--- src/rtl/timer_pkg.sv ---
// Shared definitions for the round-timer controller: FSM encoding, BCD constants
// and the BCD-to-binary helper used by the optional low-time warning.
package timer_pkg;

   typedef enum logic [2:0] {
      IDLE   = 3'd0,
      LOAD   = 3'd1,
      RUN    = 3'd2,
      PAUSED = 3'd3,
      DONE   = 3'd4
   } state_t;

   localparam logic [3:0] BCD_ZERO   = 4'd0;
   localparam logic [3:0] BCD_NINE   = 4'd9;
   localparam int         MAX_DIGITS = 4;

   // Narrower counts are zero-extended into the 16-bit argument by the caller.
   function automatic logic [13:0] bcd_to_bin(input logic [15:0] bcd);
      logic [13:0] acc;
      acc = '0;
      for (int i = MAX_DIGITS - 1; i >= 0; i--) begin
         acc = acc * 14'd10 + 14'(bcd[4*i +: 4]);
      end
      return acc;
   endfunction

endpackage

--- src/rtl/timer_ctrl_bcd_digit_dec.sv ---
// Combinational single-digit BCD decrement with borrow; one instance per digit
// in the timer_ctrl borrow chain.
module bcd_digit_dec
   import timer_pkg::*;
(
   input  logic [3:0] digit,
   input  logic       borrow_in,
   output logic [3:0] next_digit,
   output logic       borrow_out
);

   always_comb begin
      next_digit = digit;
      borrow_out = 1'b0;
      if (borrow_in) begin
         if (digit == BCD_ZERO) begin
            next_digit = BCD_NINE;
            borrow_out = 1'b1;
         end else begin
            next_digit = digit - 4'd1;
         end
      end
   end

endmodule

--- src/rtl/timer_ctrl.sv ---
// Round-timer countdown controller: preset load, prescaled BCD decrement, pause/abort
// and a one-cycle expiry strobe. Define TIMER_WARN_EN to enable the low-time warn output.
//
// state  | meaning
// IDLE   | stopped, count cleared
// LOAD   | one cycle: latch clamped preset, clear prescaler
// RUN    | prescaler advancing, count decrements every TICK_DIV cycles
// PAUSED | count and prescaler frozen while pause is high
// DONE   | count reached zero, expired strobed on entry
module timer_ctrl
   import timer_pkg::*;
#(
   parameter int DIGITS     = 2,
   parameter int TICK_DIV   = 50000000,
   parameter int WARN_LEVEL = 5
) (
   input  logic                clock,
   input  logic                rst,
   input  logic                start,
   input  logic                pause,
   input  logic                abort,
   input  logic [4*DIGITS-1:0] preset,
   output logic [4*DIGITS-1:0] time_bcd,
   output logic                running,
   output logic                expired,
   output logic                warn
);

   localparam int             PW       = $clog2(TICK_DIV);
   localparam logic [PW-1:0]  PRE_LAST = PW'(TICK_DIV - 1);

   state_t              state;
   logic [PW-1:0]       prescaler;
   logic [4*DIGITS-1:0] dec_bcd;
   logic [4*DIGITS-1:0] clamped;
   logic [DIGITS:0]     borrow;
   logic                underflow;
   logic                dec_zero;
   logic                warn_load;
   logic                warn_dec;

   assign borrow[0] = 1'b1;

   for (genvar g = 0; g < DIGITS; g++) begin : g_digit
      bcd_digit_dec u_dec (
         .digit      (time_bcd[4*g +: 4]),
         .borrow_in  (borrow[g]),
         .next_digit (dec_bcd[4*g +: 4]),
         .borrow_out (borrow[g+1])
      );
      assign clamped[4*g +: 4] = (preset[4*g +: 4] > BCD_NINE) ? BCD_NINE : preset[4*g +: 4];
   end

   // A borrow out of the top digit means the count was already zero; never wrap.
   assign underflow = borrow[DIGITS];
   assign dec_zero  = (dec_bcd == '0);

`ifdef TIMER_WARN_EN
   function automatic logic low_time(input logic [4*DIGITS-1:0] v);
      logic [13:0] b;
      b = bcd_to_bin(16'(v));
      return (b != 14'd0) && (b <= 14'(WARN_LEVEL));
   endfunction

   assign warn_load = low_time(clamped);
   assign warn_dec  = low_time(dec_bcd);
`else
   assign warn_load = 1'b0;
   assign warn_dec  = 1'b0;
`endif

   always_ff @(posedge clock) begin
      if (!rst) begin
         state     <= IDLE;
         time_bcd  <= '0;
         prescaler <= '0;
         running   <= 1'b0;
         expired   <= 1'b0;
         warn      <= 1'b0;
      end else begin
         expired <= 1'b0;
         if (abort) begin
            state     <= IDLE;
            time_bcd  <= '0;
            prescaler <= '0;
            running   <= 1'b0;
            warn      <= 1'b0;
         end else begin
            case (state)
               IDLE, DONE: begin
                  if (start) state <= LOAD;
               end
               LOAD: begin
                  time_bcd  <= clamped;
                  prescaler <= '0;
                  if (clamped == '0) begin
                     state   <= DONE;
                     expired <= 1'b1;
                     running <= 1'b0;
                     warn    <= 1'b0;
                  end else begin
                     state   <= RUN;
                     running <= 1'b1;
                     warn    <= warn_load;
                  end
               end
               RUN: begin
                  // A tick on the same cycle as pause wins; pause takes effect next cycle.
                  if (prescaler == PRE_LAST) begin
                     prescaler <= '0;
                     if (!underflow) time_bcd <= dec_bcd;
                     if (dec_zero || underflow) begin
                        state   <= DONE;
                        expired <= 1'b1;
                        running <= 1'b0;
                        warn    <= 1'b0;
                     end else begin
                        warn <= warn_dec;
                     end
                  end else if (pause) begin
                     state <= PAUSED;
                  end else begin
                     prescaler <= prescaler + PW'(1);
                  end
               end
               PAUSED: begin
                  if (!pause) state <= RUN;
               end
               default: begin
                  state   <= IDLE;
                  running <= 1'b0;
                  warn    <= 1'b0;
               end
            endcase
         end
      end
   end

endmodule

--- config.mk ---
export PLATFORM = sky130hd
export DESIGN_NAME = timer_ctrl
export DESIGN_NICKNAME = d
export VERILOG_FILES = /design/src/rtl/timer_pkg.sv /design/src/rtl/timer_ctrl_bcd_digit_dec.sv /design/src/rtl/timer_ctrl.sv
export SDC_FILE = /design/constraint.sdc
export NUM_CORES = 1
export LEC_CHECK = 0
export CORE_UTILIZATION = 60
export DETAILED_ROUTE_END_ITERATION = 10
export PLACE_DENSITY = 0.83
export SYNTH_ARGS = -nofsm -noshare
export SYNTH_HDL_FRONTEND = slang
export SYNTH_HIERARCHICAL = 1
export SYNTH_SLANG_ARGS = --single-unit
export TNS_END_PERCENT = 30
--- constraint.sdc ---
create_clock -name clock -period 4.5 [get_ports clock]
set_input_delay 0.45 -clock clock [delete_from_list [all_inputs] [get_ports clock]]
set_output_delay 0.45 -clock clock [all_outputs]
set_load 0.005 [all_outputs]
==> flow_summary_export.csv, run 1 <==
group,metric,value,unit
timing,finalHoldViolations,0,
routing,wl,5910,um
worst_setup_path,critPathMaxFanout,25,
synth,synth_commonest_cells,"dfxtp_1, nand2_1, nand3_1",
routing,firstDrtPassIters,4,
job,maxCapViolCount,0,
global_routing,grt_max_degree,31,
run_status,outcome,"finished, final reports clean",
timing,fmaxAchievable,390,MHz
worst_setup_path,critPathCapture,"prescaler[22]",
power_and_ir_drop,ir_drop,0.000197,V
timing,tns,0,ns
clock_tree,cts_made_buffers,5,
global_routing,grt_pass1_vias,2089,
placed_design,place_area,2760,um2
synth,ys_seq_area_frac,0.307,
synth,ys_top_cells_by_area,"dfxtp_1, mux2i_1, nand3_1, nand2_1, nand3b_1",
clock_tree,cts_tree,"built",
synth,netlist_instances,311,
timing,finalClockSkew,0.00635,ns
global_routing,grt_pass1_wl,9540,um
synth,yosysTopAreaCellShare,0.307,
cells_and_area,finalNetCount,337,
hold_path,hp-class,"flop to flop",
routing,vias,2415,
cells_and_area,multiInputGateArea,1670,um2
synth,yosysMostFrequentCell,"dfxtp_1",
placed_design,gp_congestion,0.838,
cells_and_area,regArea,781,um2
global_routing,grt_util_all_layers,0.278,
floorplan,fp.dieH,67.1,um
clock_tree,cts_sinks,39,
floorplan,core.rowCount,23,
worst_setup_path,required,4.73,ns
routing,drtIter0Drc,275,
worst_setup_path,timing.rr.end,"prescaler[22]",
clock_tree,cts-hold-fix-buffers,0,
clock_tree,clk-insertion-delay-late,0.30,ns
synth,syn_area,2540,um2
placed_design,place_ws,1.99,ns
clock_tree,htreeDepth,2,
global_routing,grt_overflow,0,
worst_setup_path,crit_arrival,2.79,ns
synth,syn_area_per_cell,8.17,um2
hold_path,hold_path_depth,2,
worst_setup_path,worstSetupPathType,"flop to flop",
synth,yosys.cell_types.count,53,
timing,drv_slew,0,
synth,ys_ff_latch,39,
worst_setup_path,start_kind,"flop",
floorplan,initial_utilization,0.631,
floorplan,die_x,67.1,um
global_routing,antenna_found_initial,0,
power_and_ir_drop,power-per-cell-area,232,nW/um2
hold_path,hold_start,"prescaler[23]",
floorplan,num_io_pins,24,
floorplan,dieArea,4500,um2
power_and_ir_drop,totalPowerFinal,0.000661,W
timing,worst_slew_pin_slew,0.939,ns
placed_design,port_buffers,22,
routing,ant_nets,0,
clock_tree,post-cts-setup-buffers,0,
cells_and_area,antenna-diode-count,0,
timing,post-route-period-util,0.570,
worst_setup_path,startpoint,"prescaler[0]",
cells_and_area,drive_gt1_frac,0.105,
cells_and_area,area_delta_synth_final,12.2,%
floorplan,fp.coreArea,4030,um2
synth,async_reset_ff_frac,0,
synth,synth_edf_count,0,
routing,drc,0,
cells_and_area,fillers,339,
timing,rsz0062_at_grt,"false",
timing,min_period,2.56,ns
timing,setup_viol,0,
placed_design,dp_cells,366,
placed_design,hpwlAfterDp,3980,um
worst_setup_path,reg2reg_slack,1.94,ns
worst_setup_path,crit_path_end_kind,"flop",
timing,maxSlewHeadroom,0.374,
routing,post_drt_wl_per_cell,15.9,um
cells_and_area,final_cell_area,2850,um2
worst_setup_path,rr_worst_depth,6,
timing,fin_ws,1.94,ns
worst_setup_path,reg2reg_from,"prescaler[0]",
routing,vias_per_cell,6.47,
clock_tree,path_clk_slew,0.07,ns
cells_and_area,final_cells,373,
clock_tree,cts-resized-gates,0,
power_and_ir_drop,p_leak,1.01,nW
synth,yosys.area.top_type,"dfxtp_1",
clock_tree,clock_path_buffers,2,
clock_tree,cts-root-buf,"clkbuf_8",
synth,ys_warn_count,6,
synth,ys_dominant_reg_cell,"dfxtp_1",
## logic make-up (layout without fill, tap and decap cells)
family / after synthesis / count (layout) / share of synthesized area
buf+inv: 23 / 34 / 0.0374
fa+ha+maj: 1 / 1 / 0.00492
compound gates: 56 / 56 / 0.162
xor+xnor: 8 / 8 / 0.0276
mux: 22 / 22 / 0.0867
flops: 39 / 39 / 0.307
simple gates: 160 / 160 / 0.371
other cells: 2 / 3 / 0.00296
## report_power, final
group          internal, W  switching [W]
Combinational    0.0000292      0.0000367
Sequential        0.000347     0.00000328
Clock             0.000120       0.000125
Total             0.000496       0.000165
## critical path, stage by stage, from the launching register on
cell and delay (ns):
dfxtp_1 0.43, ha_1 0.29, nand3_1 0.16, nor4_4 0.38, a41oi_4 0.48, a2111oi_2 0.53
mux2i_1 0.22
## how the worst min path moves through the flow
stage               endpoint  slack, ns
2_1_floorplan  prescaler[25]       0.45
3_3_place_gp   prescaler[25]       0.47
3_5_place_dp   prescaler[25]       0.49
4_1_cts        prescaler[25]       0.50
5_1_grt        prescaler[24]       0.53
6_report       prescaler[23]       0.49
## layout by cell type, fill, tap and decap left out, drive strengths merged, types with 9 or more instances in the layout
cell type,synthesis,routed
nand3b,16,16
nand2,38,38
nor2,18,18
nor4,9,9
a21oi,18,18
nand4,10,10
nand3,36,36
mux2i,22,22
clkdlybuf4s50,0,22
dfxtp,39,39
o21ai,9,9
## flip-flops by register name, summed over array words and instances (netlist names)
register / count
time_bcd: 8
prescaler: 26
expired: 1
running: 1
state: 3
## cell type report
cell class | count | area share
inverters | 2 | 0.00263
repair buffers | 25 | 0.0852
well taps | 50 | 0.0219
clock inverters | 1 | 0.00176
clock buffers | 6 | 0.0290
multi-input cells | 250 | 0.586
flip-flops and latches | 39 | 0.274
## metrics by stage
| step | hold slack, ns | utilization |
|---|---|---|
| 2_1_floorplan | 0.450 | - |
| 3_3_place_gp | 0.473 | 0.686 |
| 3_5_place_dp | 0.486 | 0.686 |
| 4_1_cts | 0.496 | 0.707 |
| 5_1_grt | 0.527 | 0.707 |
| 6_report | 0.492 | 0.707 |
## routing by layer
metal  routed length, um  global-route usage
met1                2700               0.355
met2                2810               0.448
met3                 312              0.0599
met4                  92               0.112
met5                   0                   0
No activity file was read; power rests on OpenSTA's default activity.
==> inputs of run 2 (changes only) <==
--- a/config.mk
+++ b/config.mk
@@ -5,9 +5,9 @@
 export SDC_FILE = /design/constraint.sdc
 export NUM_CORES = 1
 export LEC_CHECK = 0
-export CORE_UTILIZATION = 60
+export CORE_UTILIZATION = 57
 export DETAILED_ROUTE_END_ITERATION = 10
-export PLACE_DENSITY = 0.83
+export PLACE_DENSITY = 0.79
 export SYNTH_ARGS = -nofsm -noshare
 export SYNTH_HDL_FRONTEND = slang
 export SYNTH_HIERARCHICAL = 1
==> constraint.sdc (replaced) <==
create_clock -name clock -period 2.4 [get_ports clock]
set_input_delay 0.24 -clock clock [delete_from_list [all_inputs] [get_ports clock]]
set_output_delay 0.24 -clock clock [all_outputs]
set_load 0.005 [all_outputs]
==> flow_summary_export.csv, run 2 (same netlist as run 1, synthesis figures left out) <==
group,metric,value,unit
job,maxCapViolCount,0,
placed_design,port_buffers,22,
worst_setup_path,crit_path_end_kind,"flop",
timing,drv_slew,0,
worst_setup_path,crit_arrival,2.43,ns
timing,fmaxAchievable,447,MHz
floorplan,die_x,68.8,um
hold_path,hold_path_depth,2,
worst_setup_path,worstSetupPathType,"flop to flop",
timing,post-route-period-util,0.933,
global_routing,antenna_found_initial,0,
worst_setup_path,timing.rr.end,"state[1]",
cells_and_area,reg_top3,"prescaler (26), time_bcd (8), state (3)",
cells_and_area,layout_commonest_cell,"dfxtp_1",
timing,tns,0,ns
worst_setup_path,reg2reg_slack,0.16,ns
placed_design,hpwlAfterDp,4230,um
floorplan,fp.dieH,68.8,um
routing,wl_met3,285,um
worst_setup_path,rr_worst_depth,11,
timing,min_period,2.24,ns
cells_and_area,drive_gt1_frac,0.148,
clock_tree,path_clk_slew,0.08,ns
worst_setup_path,critPathMaxFanout,6,
cells_and_area,finalNetCount,351,
timing,finalHoldViolations,0,
timing,finalClockSkew,0.00857,ns
placed_design,gp_congestion,0.882,
global_routing,grt_pass1_vias,2071,
worst_setup_path,required,2.59,ns
clock_tree,htreeDepth,2,
clock_tree,cts_sinks,39,
cells_and_area,antenna-diode-count,0,
routing,wl_met1,2630,um
clock_tree,cts-root-buf,"clkbuf_8",
cells_and_area,regMostFlops,"prescaler",
hold_path,hold_end,"prescaler[25]",
global_routing,grt_pass1_wl,9500,um
clock_tree,cts_made_buffers,5,
run_status,outcome,"finished, final reports clean",
timing,rsz0062_at_grt,"false",
routing,ant_nets,0,
floorplan,fp.coreArea,4140,um2
routing,post_drt_wl_per_cell,15.0,um
clock_tree,cts-hold-fix-buffers,0,
cells_and_area,final_cell_mix,"dfxtp_1, nand2_1, nand3_1",
floorplan,initial_utilization,0.613,
placed_design,place_ws,0.109,ns
routing,vias,2355,
floorplan,core.rowCount,23,
power_and_ir_drop,p_leak,1.08,nW
worst_setup_path,startpoint,"time_bcd[0]",
hold_path,hp-class,"flop to flop",
routing,firstDrtPassIters,5,
clock_tree,clk-insertion-delay-late,0.29,ns
global_routing,grt_overflow,0,
cells_and_area,area_delta_synth_final,16.6,%
timing,maxSlewHeadroom,0.645,
hold_path,hold_start,"prescaler[25]",
global_routing,grt_util_all_layers,0.274,
power_and_ir_drop,ir_drop,0.000335,V
routing,vias_per_cell,6.09,
power_and_ir_drop,power-per-cell-area,417,nW/um2
worst_setup_path,start_kind,"flop",
clock_tree,clock_path_buffers,2,
worst_setup_path,reg2reg_from,"time_bcd[0]",
floorplan,num_io_pins,24,
cells_and_area,largest_reg_flops,26,
clock_tree,post-cts-setup-buffers,0,
routing,met2_length,2800,um
floorplan,dieArea,4730,um2
timing,worst_slew_pin_slew,0.532,ns
clock_tree,cts_tree,"built",
routing,dr.max_layer_used,"met4",
routing,wl,5800,um
timing,fin_ws,0.161,ns
timing,setup_viol,0,
routing,drtIter0Drc,164,
routing,drc,0,
global_routing,grt_max_degree,30,
==> run 2: layer usage <==
| metal | GRT usage | vias to the layer above |
|---|---|---|
| met3 | 0.0707 | 6 |
| met4 | 0.125 | 0 |
| met2 | 0.445 | 61 |
| met5 | 0 | - |
| met1 | 0.338 | 1095 |
| li1 | - | 1193 |
==> run 2: worst max path at each step <==
stage | cells after the start | slack, ns | endpoint
2_1_floorplan | 10 | 0.11 | state[1]
3_3_place_gp | 11 | 0.21 | state[1]
3_5_place_dp | 11 | 0.11 | state[1]
4_1_cts | 11 | 0.09 | state[1]
5_1_grt | 11 | 0.006 | state[1]
6_report | 11 | 0.16 | state[1]
==> run 2: critical path, stage by stage, from the launching register on <==
cell and delay (ns):
dfxtp_1 0.34, nand2b_4 0.17, nor4_2 0.13, buf_4 0.16
nand2b_4 0.07, or4b_1 0.47, nand2_1 0.09, nor4_1 0.06
a21o_1 0.18, nand3_1 0.12, nor2_1 0.07, nor4_1 0.27
==> run 2: per-stage QoR <==
stage | power, W | hold slack, ns | cells | area, um2 | utilization
CTS | 0.00125 | 0.487 | 387 | 2960 | 0.713
global placement | 0.000798 | 0.466 | 380 | 2870 | 0.692
floorplan | 0.000750 | 0.376 | 312 | 2540 | -
detailed placement | 0.000800 | 0.476 | 380 | 2870 | 0.692
finish | 0.00123 | 0.482 | 387 | 2960 | 0.715
global route | 0.00130 | 0.526 | 387 | 2960 | 0.715
==> run 2: power by group <==
group          switching (W)  internal [W]
clock               0.000222      0.000225
sequential        0.00000620      0.000651
combinational      0.0000684     0.0000611
total               0.000297      0.000937
==> run 2: what timing repair did <==
item | 4_1_cts | 5_1_grt
endpoints found under the hold margin | 0 | 0
gates resized for setup | 0 | 2
endpoints found under the setup margin | 0 | 1
==> run 2: area by class of cell <==
type	count	area (um2)
Clock inverter	1	5.00
Sequential cell	39	782
Clock buffer	6	82.6
Inverter	2	7.51
Fill cell	330	1180
Timing Repair Buffer	39	348
Tap cell	50	62.6
Multi-Input combinational cell	250	1680
==> edit (flow settings as in run 2) <==
Register the inputs `start`, `pause` and `abort` before use, with the module's reset. The logic sees them one clock later. Comments in the files are not updated.
--- a/src/rtl/timer_ctrl.sv
+++ b/src/rtl/timer_ctrl.sv
@@ -29,4 +29,20 @@
    localparam int             PW       = $clog2(TICK_DIV);
    localparam logic [PW-1:0]  PRE_LAST = PW'(TICK_DIV - 1);
+
+   logic start_q;
+   logic pause_q;
+   logic abort_q;
+
+   always_ff @(posedge clock) begin
+      if (!rst) begin
+         start_q <= '0;
+         pause_q <= '0;
+         abort_q <= '0;
+      end else begin
+         start_q <= start;
+         pause_q <= pause;
+         abort_q <= abort;
+      end
+   end
 
    state_t              state;
@@ -80,5 +96,5 @@
       end else begin
          expired <= 1'b0;
-         if (abort) begin
+         if (abort_q) begin
             state     <= IDLE;
             time_bcd  <= '0;
@@ -89,5 +105,5 @@
             case (state)
                IDLE, DONE: begin
-                  if (start) state <= LOAD;
+                  if (start_q) state <= LOAD;
                end
                LOAD: begin
@@ -118,5 +134,5 @@
                         warn <= warn_dec;
                      end
-                  end else if (pause) begin
+                  end else if (pause_q) begin
                      state <= PAUSED;
                   end else begin
@@ -125,5 +141,5 @@
                end
                PAUSED: begin
-                  if (!pause) state <= RUN;
+                  if (!pause_q) state <= RUN;
                end
                default: begin
Function: changed (a bounded check fails within 4 cycles, from zero or initial values and one cycle with rst low).
==> edit against run 2 <==
- sequential power grew 8.7%
- largest power group unchanged
- largest cell class unchanged
- clock power up 5.6%
- power increased by 10%
- critical path type unchanged
- cell area increased by 2.5%
- sequential cell count rose by 3
- via count grew 11%
- core utilization is 1.8 points higher
- area after synthesis up 0.39%
- synthesized cell count up 2.9%
- wire length up 17%
- worst setup slack got worse by 10 ps
- combinational power is 34% higher
==> edit: results (changes against run 2) <==
* Synth area leaders: dfxtp_1 33%, a21oi_1 5.3%, o21ai_0 3.9%, nand2_1 3.7%, nand3_1 3.5% (was dfxtp_1 31%, mux2i_1 8.7%, nand3_1 7.1%, nand2_1 5.5%, nand3b_1 4.7%)
* Met1 usage at 0.418 (was 0.338)
* Met1 wire length at 3090 um (was 2630 um)
* Final Skew at 4.48 ps (was 8.57 ps)
* Final nets at 367 (was 351)
* Placed Area at 2920 sq um (was 2870 sq um)
* Global-route wire length before repair at 10900 um (was 9500 um)
* GRT Overall Usage at 0.313 (was 0.274)
* Worst r2r dst: expired (was state[1])
* Place WS at 132 ps (was 109 ps)
* Final Cell Area at 3040 sq um (was 2960 sq um)
* Leakage at 1.09 nW (was 1.08 nW)
* Met2 Use GR at 0.485 (was 0.445)
* DR WL met3 at 493 um (was 285 um)
* Most frequent cells after synthesis: 42 x dfxtp_1, 27 x a21oi_1, 25 x nand2_1, 20 x o21ai_0, 18 x nand3_1 (was 39 x dfxtp_1, 37 x nand2_1, 36 x nand3_1, 22 x mux2i_1, 18 x a21oi_1)
* CP arrival at 2480 ps (was 2430 ps)
* Fillcell total at 339 (was 330)
* Dpl cells at 395 (was 380)
* Post-synthesis cell count at 320 (was 311)
* Pin count of the biggest net entering global routing at 20 (was 30)
* Part of the Yosys area used for sequential elements at 0.330 (was 0.307)
* Met3 Usage GRT at 0.0641 (was 0.0707)
* Routed wl met2 at 3050 um (was 2800 um)
* CTS max path bufs at 2 (unchanged)
* Max VDD drop at 0.000384 V (was 0.000335 V)
* Hold EP: state[0] (was prescaler[25])
* FF-to-FF path depth at 12 (was 11)
* Vias at 2620 (was 2355)
* Rel. slew slack at 0.514 (was 0.645)
* Worst skew pair latency at 300 ps
* Initial antenna violation count at 0 (unchanged)
* Layout cell share with drive strength beyond 1 at 0.133 (was 0.148)
* Worst Min Path Start: start_q (was prescaler[25])
* Via density per instance at 6.49 (was 6.09)
* DP HPWL at 4870 um (was 4230 um)
* Routability cong. at 0.892 (was 0.882)
* Vias in the first global route at 2290 (was 2071)
* H-tree depth at 2 (unchanged)
* DR iter-0 viols at 267 (was 164)
* Hold WS at 491 ps (was 482 ps)
* Outcome: complete, no violations (unchanged)
* Detailed-route wire length at 6800 um (was 5800 um)
* Netlist cell types at 56 (was 53)
* Crit Reg-Reg Startpoint: time_bcd[0] (unchanged)
edit: changes by cell type after synthesis, sizes merged, moves of 5 or more:
cell / run 2 / this run
nand2: 38 / 25
o21ai: 9 / 21
and2: 1 / 6
and3: 2 / 7
nand3b: 16 / 10
nor3: 8 / 13
mux2i: 22 / 8
inv: 2 / 10
or3: 0 / 8
nand3: 36 / 19
a21oi: 18 / 27
edit: kinds of logic after synthesis:
kind of cell	after synthesis	share of synthesized area
AND/OR/NAND/NOR	148	0.355
AO/OA/AOI/OAI	81	0.197
flip-flops	42	0.330
buffers and inverters	28	0.0441
XOR/XNOR	9	0.0309
multiplexers	9	0.0358
other	2	0.00294
adder cells (fa/ha/maj)	1	0.00490
edit: final cells by class:
class / count / area share
inverter: 10 / 0.0124
clock inverter: 1 / 0.00165
multi-input combinational: 251 / 0.535
clock buffer: 7 / 0.0284
sequential: 42 / 0.277
timing repair buffer: 43 / 0.124
tap: 50 / 0.0206
edit: worst max path at each step:
stage,start,to,slack (ps),cells after the start
floorplan,time_bcd[1],state[1],130,9
global placement,time_bcd[0],state[1],150,11
detailed placement,time_bcd[0],state[1],130,11
CTS,time_bcd[0],state[1],80,11
global route,time_bcd[0],state[1],4,11
finish,time_bcd[0],expired,150,12
edit: power by group:
part           internal [mW]  total, mW  switching [mW]
Sequential             0.705      0.714         0.00969
Clock                  0.232      0.473           0.241
Combinational         0.0789      0.173          0.0941
Total                   1.02       1.36           0.345
edit: worst max-delay path, cell delays in order, from the launching register on:
cell and delay, ps:
dfxtp_2 340, nand2b_4 160, nor4_4 130, buf_4 170
nand2b_4 70, nor3_1 180, xor2_1 130, nor4_1 270
a21oi_1 150, buf_4 160, buf_4 130, o22a_1 190
nor2_1 100
